<file path="config.mk">
export PLATFORM = sky130hd
export DESIGN_NAME = reg_scoreboard
export DESIGN_NICKNAME = d
export VERILOG_FILES = /design/src/rtl/reg_scoreboard.sv
export SDC_FILE = /design/constraint.sdc
export NUM_CORES = 1
export LEC_CHECK = 0
export CAP_MARGIN = 20
export CORE_ASPECT_RATIO = 0.7
export CORE_MARGIN = 4
export CORE_UTILIZATION = 40
export DETAILED_ROUTE_END_ITERATION = 12
export PLACE_DENSITY = 0.63
export SYNTH_ARGS = -nofsm -noshare
export SYNTH_HDL_FRONTEND = slang
export SYNTH_SLANG_ARGS = --single-unit
</file>
<file path="constraint.sdc">
create_clock -name clk -period 19.15 [get_ports clk]
set_clock_uncertainty 0.1 [all_clocks]
set_input_delay 2.8725 -clock clk [delete_from_list [all_inputs] [get_ports clk]]
set_output_delay 2.8725 -clock clk [all_outputs]
set_load 0.005 [all_outputs]
</file>
<file path="src/rtl/reg_scoreboard.sv">
// ---------------------------------------------------------------------------
// reg_scoreboard
//
// Register scoreboard for the decode stage. Every in-flight destination
// register carries a busy bit and a latency countdown. The issue-side hazard
// check (RAW per source, WAW on the destination) is purely combinational
// against the registered table. Variable-latency producers and optional
// forwarding therefore need no knowledge of the pipeline depth.
//
// Ports
//   clk          : system clock
//   rst          : asynchronous reset, active low
//   iss_valid    : ID holds an instruction requesting issue
//   iss_src_idx  : NSRC packed source indices, source k at [k*IDX_W +: IDX_W]
//   iss_src_used : per-source enable; an unused source never stalls
//   iss_dest_idx : destination register index
//   iss_dest_wr  : instruction writes its destination
//   iss_lat      : cycles from issue until the result is forwardable
//   wb_valid     : a write-back happens this cycle
//   wb_idx       : register being written back
//   flush        : squash every in-flight entry
//   stall        : combinational, issue must be held
//   iss_fire     : iss_valid & ~stall & ~flush
//   busy_vec     : registered busy bits (bit 0 always 0)
//   pend_cnt     : registered population count of busy_vec
// ---------------------------------------------------------------------------
module reg_scoreboard #(
    parameter int NREG      = 32,
    parameter int IDX_W     = $clog2(NREG),
    parameter int NSRC      = 2,
    parameter int LAT_W     = 3,
    parameter int FWD_EN    = 0,
    parameter int WB_BYPASS = 1
) (
    input  logic                  clk,
    input  logic                  rst,
    input  logic                  iss_valid,
    input  logic [NSRC*IDX_W-1:0] iss_src_idx,
    input  logic [NSRC-1:0]       iss_src_used,
    input  logic [IDX_W-1:0]      iss_dest_idx,
    input  logic                  iss_dest_wr,
    input  logic [LAT_W-1:0]      iss_lat,
    input  logic                  wb_valid,
    input  logic [IDX_W-1:0]      wb_idx,
    input  logic                  flush,
    output logic                  stall,
    output logic                  iss_fire,
    output logic [NREG-1:0]       busy_vec,
    output logic [IDX_W:0]        pend_cnt
);

    // The index space may be larger than NREG; lookups go through vectors
    // padded to the full index range so out-of-range indices read as idle.
    localparam int NIDX = 1 << IDX_W;

    logic [NREG-1:0]  busy_reg;
    logic [NREG-1:0]  busy_next;
    logic [LAT_W-1:0] cnt_reg  [NREG-1:1];
    logic [LAT_W-1:0] cnt_next [NREG-1:1];
    logic [IDX_W:0]   pend_cnt_reg;
    logic [IDX_W:0]   pend_cnt_next;

    logic [NIDX-1:0]  busy_ext;
    logic [NIDX-1:0]  cnt_nz_ext;
    logic [NSRC-1:0]  src_haz;
    logic             waw_haz;
    logic             load_en;

    // ------------------------------------------------------------------
    // Padded lookup vectors (entry 0 and unimplemented indices never busy)
    // ------------------------------------------------------------------
    generate
        for (genvar gi = 0; gi < NIDX; gi++) begin : g_ext
            if (gi > 0 && gi < NREG) begin : g_real
                assign busy_ext[gi]   = busy_reg[gi];
                assign cnt_nz_ext[gi] = |cnt_reg[gi];
            end else begin : g_pad
                assign busy_ext[gi]   = 1'b0;
                assign cnt_nz_ext[gi] = 1'b0;
            end
        end
    endgenerate

    // ------------------------------------------------------------------
    // Source (RAW) hazards: one table lookup and compare per source
    // ------------------------------------------------------------------
    generate
        for (genvar gi = 0; gi < NSRC; gi++) begin : g_src
            logic [IDX_W-1:0] src_idx;
            logic             still_pending;
            logic             wb_unblock;

            assign src_idx = iss_src_idx[gi*IDX_W +: IDX_W];

            // Without forwarding the operand waits for write-back; with it,
            // the operand is ready once the countdown has drained.
            assign still_pending = (FWD_EN == 0) || cnt_nz_ext[src_idx];

            // A write-back of this very register in the current cycle can
            // supply the operand directly.
            assign wb_unblock = (WB_BYPASS != 0) && wb_valid && (wb_idx == src_idx);

            assign src_haz[gi] = iss_src_used[gi]
                              && (src_idx != '0)
                              && busy_ext[src_idx]
                              && still_pending
                              && !wb_unblock;
        end
    endgenerate

    // WAW keeps completion in order per register; no bypass applies here.
    assign waw_haz = iss_dest_wr && (iss_dest_idx != '0) && busy_ext[iss_dest_idx];

    assign stall    = iss_valid && ((|src_haz) || waw_haz);
    assign iss_fire = iss_valid && !stall && !flush;
    assign load_en  = iss_fire && iss_dest_wr;

    // ------------------------------------------------------------------
    // Per-entry next state. Priority: flush, issue load, retire, countdown.
    // Issue beats retire on the same index so a fresh producer is never
    // lost to a stale write-back.
    // ------------------------------------------------------------------
    assign busy_next[0] = 1'b0;

    generate
        for (genvar gi = 1; gi < NREG; gi++) begin : g_entry
            logic load_hit;
            logic wb_hit;
            logic cnt_dec;

            assign load_hit = load_en && (iss_dest_idx == IDX_W'(gi));
            assign wb_hit   = wb_valid && (wb_idx == IDX_W'(gi));
            assign cnt_dec  = busy_reg[gi] && (cnt_reg[gi] != '0);

            assign busy_next[gi] = flush    ? 1'b0 :
                                   load_hit ? 1'b1 :
                                   wb_hit   ? 1'b0 :
                                              busy_reg[gi];

            assign cnt_next[gi]  = flush    ? '0 :
                                   load_hit ? iss_lat :
                                   wb_hit   ? '0 :
                                   cnt_dec  ? cnt_reg[gi] - LAT_W'(1) :
                                              cnt_reg[gi];
        end
    endgenerate

    // Population count of the next busy vector, so pend_cnt and busy_vec
    // change on the same edge.
    always_comb begin
        pend_cnt_next = '0;
        for (int i = 1; i < NREG; i++) begin
            pend_cnt_next = pend_cnt_next + {{IDX_W{1'b0}}, busy_next[i]};
        end
    end

    // ------------------------------------------------------------------
    // State registers
    // ------------------------------------------------------------------
    always_ff @(posedge clk or negedge rst) begin
        if (!rst) begin
            busy_reg     <= '0;
            pend_cnt_reg <= '0;
            for (int i = 1; i < NREG; i++) begin
                cnt_reg[i] <= '0;
            end
        end else begin
            busy_reg     <= busy_next;
            pend_cnt_reg <= pend_cnt_next;
            for (int i = 1; i < NREG; i++) begin
                cnt_reg[i] <= cnt_next[i];
            end
        end
    end

    assign busy_vec = busy_reg;
    assign pend_cnt = pend_cnt_reg;

endmodule

</file>
==> impl_results.md <==
- Number of cells traversed by the worst hold path: 2
- Cts-stage hold buffer count: 0
- Setup violation total in the final timing report: 0
- Global-route wire length before repair: 18,500 um
- Count of routing violations after the opening detailed-route iteration: 360
- Kind of end point of the critical path: flip-flop
- CP most frequent cell: fa_1
- Max Freq: 98.3 MHz
- Switching fraction of total power: 0.292
- Hold slack final: 0.562 ns
- Mean instance size in the synthesized netlist: 9.71 um2
- Net Sw Power: 0.0584 mW
- Post-cts repair resize count: 0
- Top post-synthesis cells by area: dfrtp_1, fa_1, mux4_2, inv_1, nand3_1
- Result of the run: complete, no violations
- Cell area after synthesis: 3720 um2
- Vias/cell: 6.08
- Count of flip-flops with a built-in enable after synthesis: 0
- Number of flip-flops under the largest register name: 31
- Overall track demand over capacity in global routing: 0.223
- Number of instances in the placed design: 541
- Total number of nets in the final design: 487
- Vias: 3,338
- Antenna Violating Nets Remaining: 0
- Sequential area share after synthesis: 0.249
- Initial Utilization: 0.410
- Count of distinct cell types in the synthesized netlist: 51
- GRT Residual Overflow: 0
- Core box area: 9070 um2
- Internal cell power: 0.142 mW
- Slew at the pin closest to its max-slew limit: 0.916 ns
- Startpoint type of the worst setup path: primary input
- DRT Pass-1 Iters: 5
- Standard cell area after detailed placement: 4390 um2
- Core Rows: 29
- Clock period minus worst slack: 10.17 ns
- DRC Markers: 0
- Non-filler cells, final: 549
- Worst-Skew Late Latency: 0.28 ns
- Wire length per cell after detailed routing: 21.5 um
- Post-CTS setup buffer count: 0
- Number of I/O port buffers: 66
- Final Max Tran Viols: 0
- Routability-driven placement congestion ratio: 0.947
- Worst path cell trace: clkdlybuf4s50_1, mux4_2, mux2i_1, nor2b_1, o2111ai_1, o221ai_4, buf_4, o31ai_1, fa_1, inv_1, fa_1, fa_1, inv_1, fa_1, fa_1, inv_1, fa_1, inv_1, ha_1, a21o_1, a21oi_1, nor2b_1, o21a_1
- Number of cells traversed by the worst register-to-register path: 22
- # H-tree levels: 2
- Final Hold Violating Endpoints: 0
- Worst Hold Class: flip-flop to flip-flop
- Arrival time of data at the critical path endpoint: 10.24 ns
- Post-Syn Instances: 383
- Static leakage power: 1.83 nW
- CTS max path bufs: 2
- Register-to-register setup slack: 12.14 ns
- DP Wirelength: 8960 um
- VDD IR max: 0.0000296 V
- Clock tree from TritonCTS: built
- Final Routed Wirelength: 11,800 um
- Delay contributed by the slowest stage of the critical path: 0.92 ns
- Share of flip-flops with an asynchronous set or reset: 1.00
- Clock Sinks: 37
- Count of yosys warnings during synthesis: 0
- Final core area utilization: 0.499
- Clock root buffer master: clkbuf_16
- CTS buffer count: 5
- Diodes inserted: 0
- Final clock period utilization by the worst path: 0.531
- Most used DFF post-synth: dfrtp_1
- Combinational group share of total power: 0.200
- Flop and latch count out of synthesis: 37
- Synthesis-to-layout area growth: 21.6%
- Sequential cell fraction of total power: 0.398
- Setup repair after global routing missed its margin: no
- Post-layout instance area: 4520 um2
- Max_slew headroom: 0.389
- Req. time, crit path: 19.22 ns
- Initial antenna violation count: 0
- Fraction of synthesized cell area taken by the top area cell type: 0.249
- Post-Synthesis Net Count: 446
- Share of cells above drive strength 1: 0.0894
- Part of the total power dissipated in the clock network: 0.402
- Crit Path Category: primary input to flip-flop
- Ports: 71
- Maximum number of pins on one net before global-route repair: 53
- Power density over the cells: 44.2 nW/um2
- Die Span Y: 88.7 um
- Largest fanout on the critical path: 52
- Library cell occupying the most area in the post-synthesis netlist: dfrtp_1
- Critical-path top delay cell: clkdlybuf4s50_1
- Final TNS setup: 0 ns
- Floorplan die width: 123 um
- Number of global-route vias before repair: 3,220
- Clock-pin slew on the worst setup and hold paths: 0.06 ns
- Max-cap violations: 0
- Die area: 10,900 um2
-- cell usage in the layout, fill, tap and decap left out, types with 5 or more instances in the layout --
cell / n
clkbuf_16: 5
clkdlybuf4s50_1: 65
dfrtp_1: 37
fa_1: 23
ha_1: 9
inv_1: 34
mux2_2: 9
mux2i_1: 7
mux4_2: 16
nand2_1: 28
nand2b_1: 9
nand3_1: 25
nor2_1: 7
nor2b_1: 9
o211ai_1: 12
o21a_1: 10
o21ai_0: 5
o21ai_1: 15
o31a_1: 10
o31ai_1: 16
xnor2_1: 5
xor2_1: 8
-- per-stage QoR --
| stage | worst slack [ns] | power (mW) |
|---|---|---|
| floorplan | 10.37 | 0.105 |
| CTS | 8.98 | 0.200 |
| global placement | 8.84 | 0.120 |
| finish | 8.98 | 0.200 |
| global route | 8.63 | 0.208 |
| detailed placement | 8.72 | 0.120 |
-- power by group through the flow --
stage / logic (mW) / registers [mW] / clock network [mW]
finish: 0.0400 / 0.0796 / 0.0805
global route: 0.0434 / 0.0797 / 0.0846
CTS: 0.0394 / 0.0796 / 0.0810
detailed placement: 0.0393 / 0.0810 / 0
global placement: 0.0390 / 0.0810 / 0
floorplan: 0.0243 / 0.0808 / 0
-- path summary, 6_finish.rpt --
| path | start | to |
|---|---|---|
| max | iss_src_idx[6] | pend_cnt[5]$_DFF_PN0_ |
| min | busy_vec[28]$_DFF_PN0_ | busy_vec[28]$_DFF_PN0_ |
| max reg2reg | busy_vec[27]$_DFF_PN0_ | pend_cnt[5]$_DFF_PN0_ |
| min reg2reg | busy_vec[28]$_DFF_PN0_ | busy_vec[28]$_DFF_PN0_ |
| max in group asynchronous | rst | busy_vec[4]$_DFF_PN0_ |
| min in group asynchronous | rst | busy_vec[24]$_DFF_PN0_ |
-- per-layer routing --
metal | track usage | part of all wire | wire (um)
met1 | 0.352 | 0.47 | 5490
met2 | 0.312 | 0.40 | 4770
met3 | 0.0562 | 0.12 | 1370
met4 | 0.0332 | 0.014 | 163
met5 | 0 | 0 | 0
-- kinds of logic (layout without fill, tap and decap cells) --
logic type,after synthesis,count (layout),share of synthesized area
buffers and inverters,67,109,0.0784
other,1,1,0.00101
muxes,35,35,0.152
AOI/OAI and AO/OA,96,96,0.191
adders and majority gates,32,32,0.154
DFF,37,37,0.249
xor gates and xnor gates,13,13,0.0306
and+or+nand+nor,102,102,0.144
-- synthesized netlist by cell type, types with 4 or more instances --
library cell / instances
mux2_2: 9
inv_1: 34
nand3_1: 25
ha_1: 9
xnor2_1: 5
mux4_2: 16
xor2_1: 8
nor2_1: 7
o21ai_0: 5
nand2_1: 28
nor2b_1: 9
a21oi_1: 4
o21a_1: 10
o31a_1: 10
o22ai_1: 4
o21ai_1: 15
o311ai_0: 4
dfrtp_1: 37
clkbuf_1: 17
nand2b_1: 9
buf_2: 8
o211ai_1: 12
nor3b_1: 4
fa_1: 23
o31ai_1: 16
mux2i_1: 7
-- layout make-up --
class / instances / area (um2)
Fill cell: 858 / 4550
Tap cell: 124 / 155
Inverter: 34 / 128
Multi-Input combinational cell: 279 / 2510
Sequential cell: 37 / 926
Clock buffer: 6 / 129
Timing Repair Buffer: 67 / 663
Clock inverter: 2 / 10.0
-- worst max-delay path: cells and delay by family --
family	cells	cell delay [ns]
AO/OA/AOI/OAI	6	1.56
adder cells (fa/ha/maj)	7	3.20
buffers and inverters	6	1.52
multiplexers	2	0.88
AND/OR/NAND/NOR	2	0.19
No activity file was read; power rests on OpenSTA's default activity.
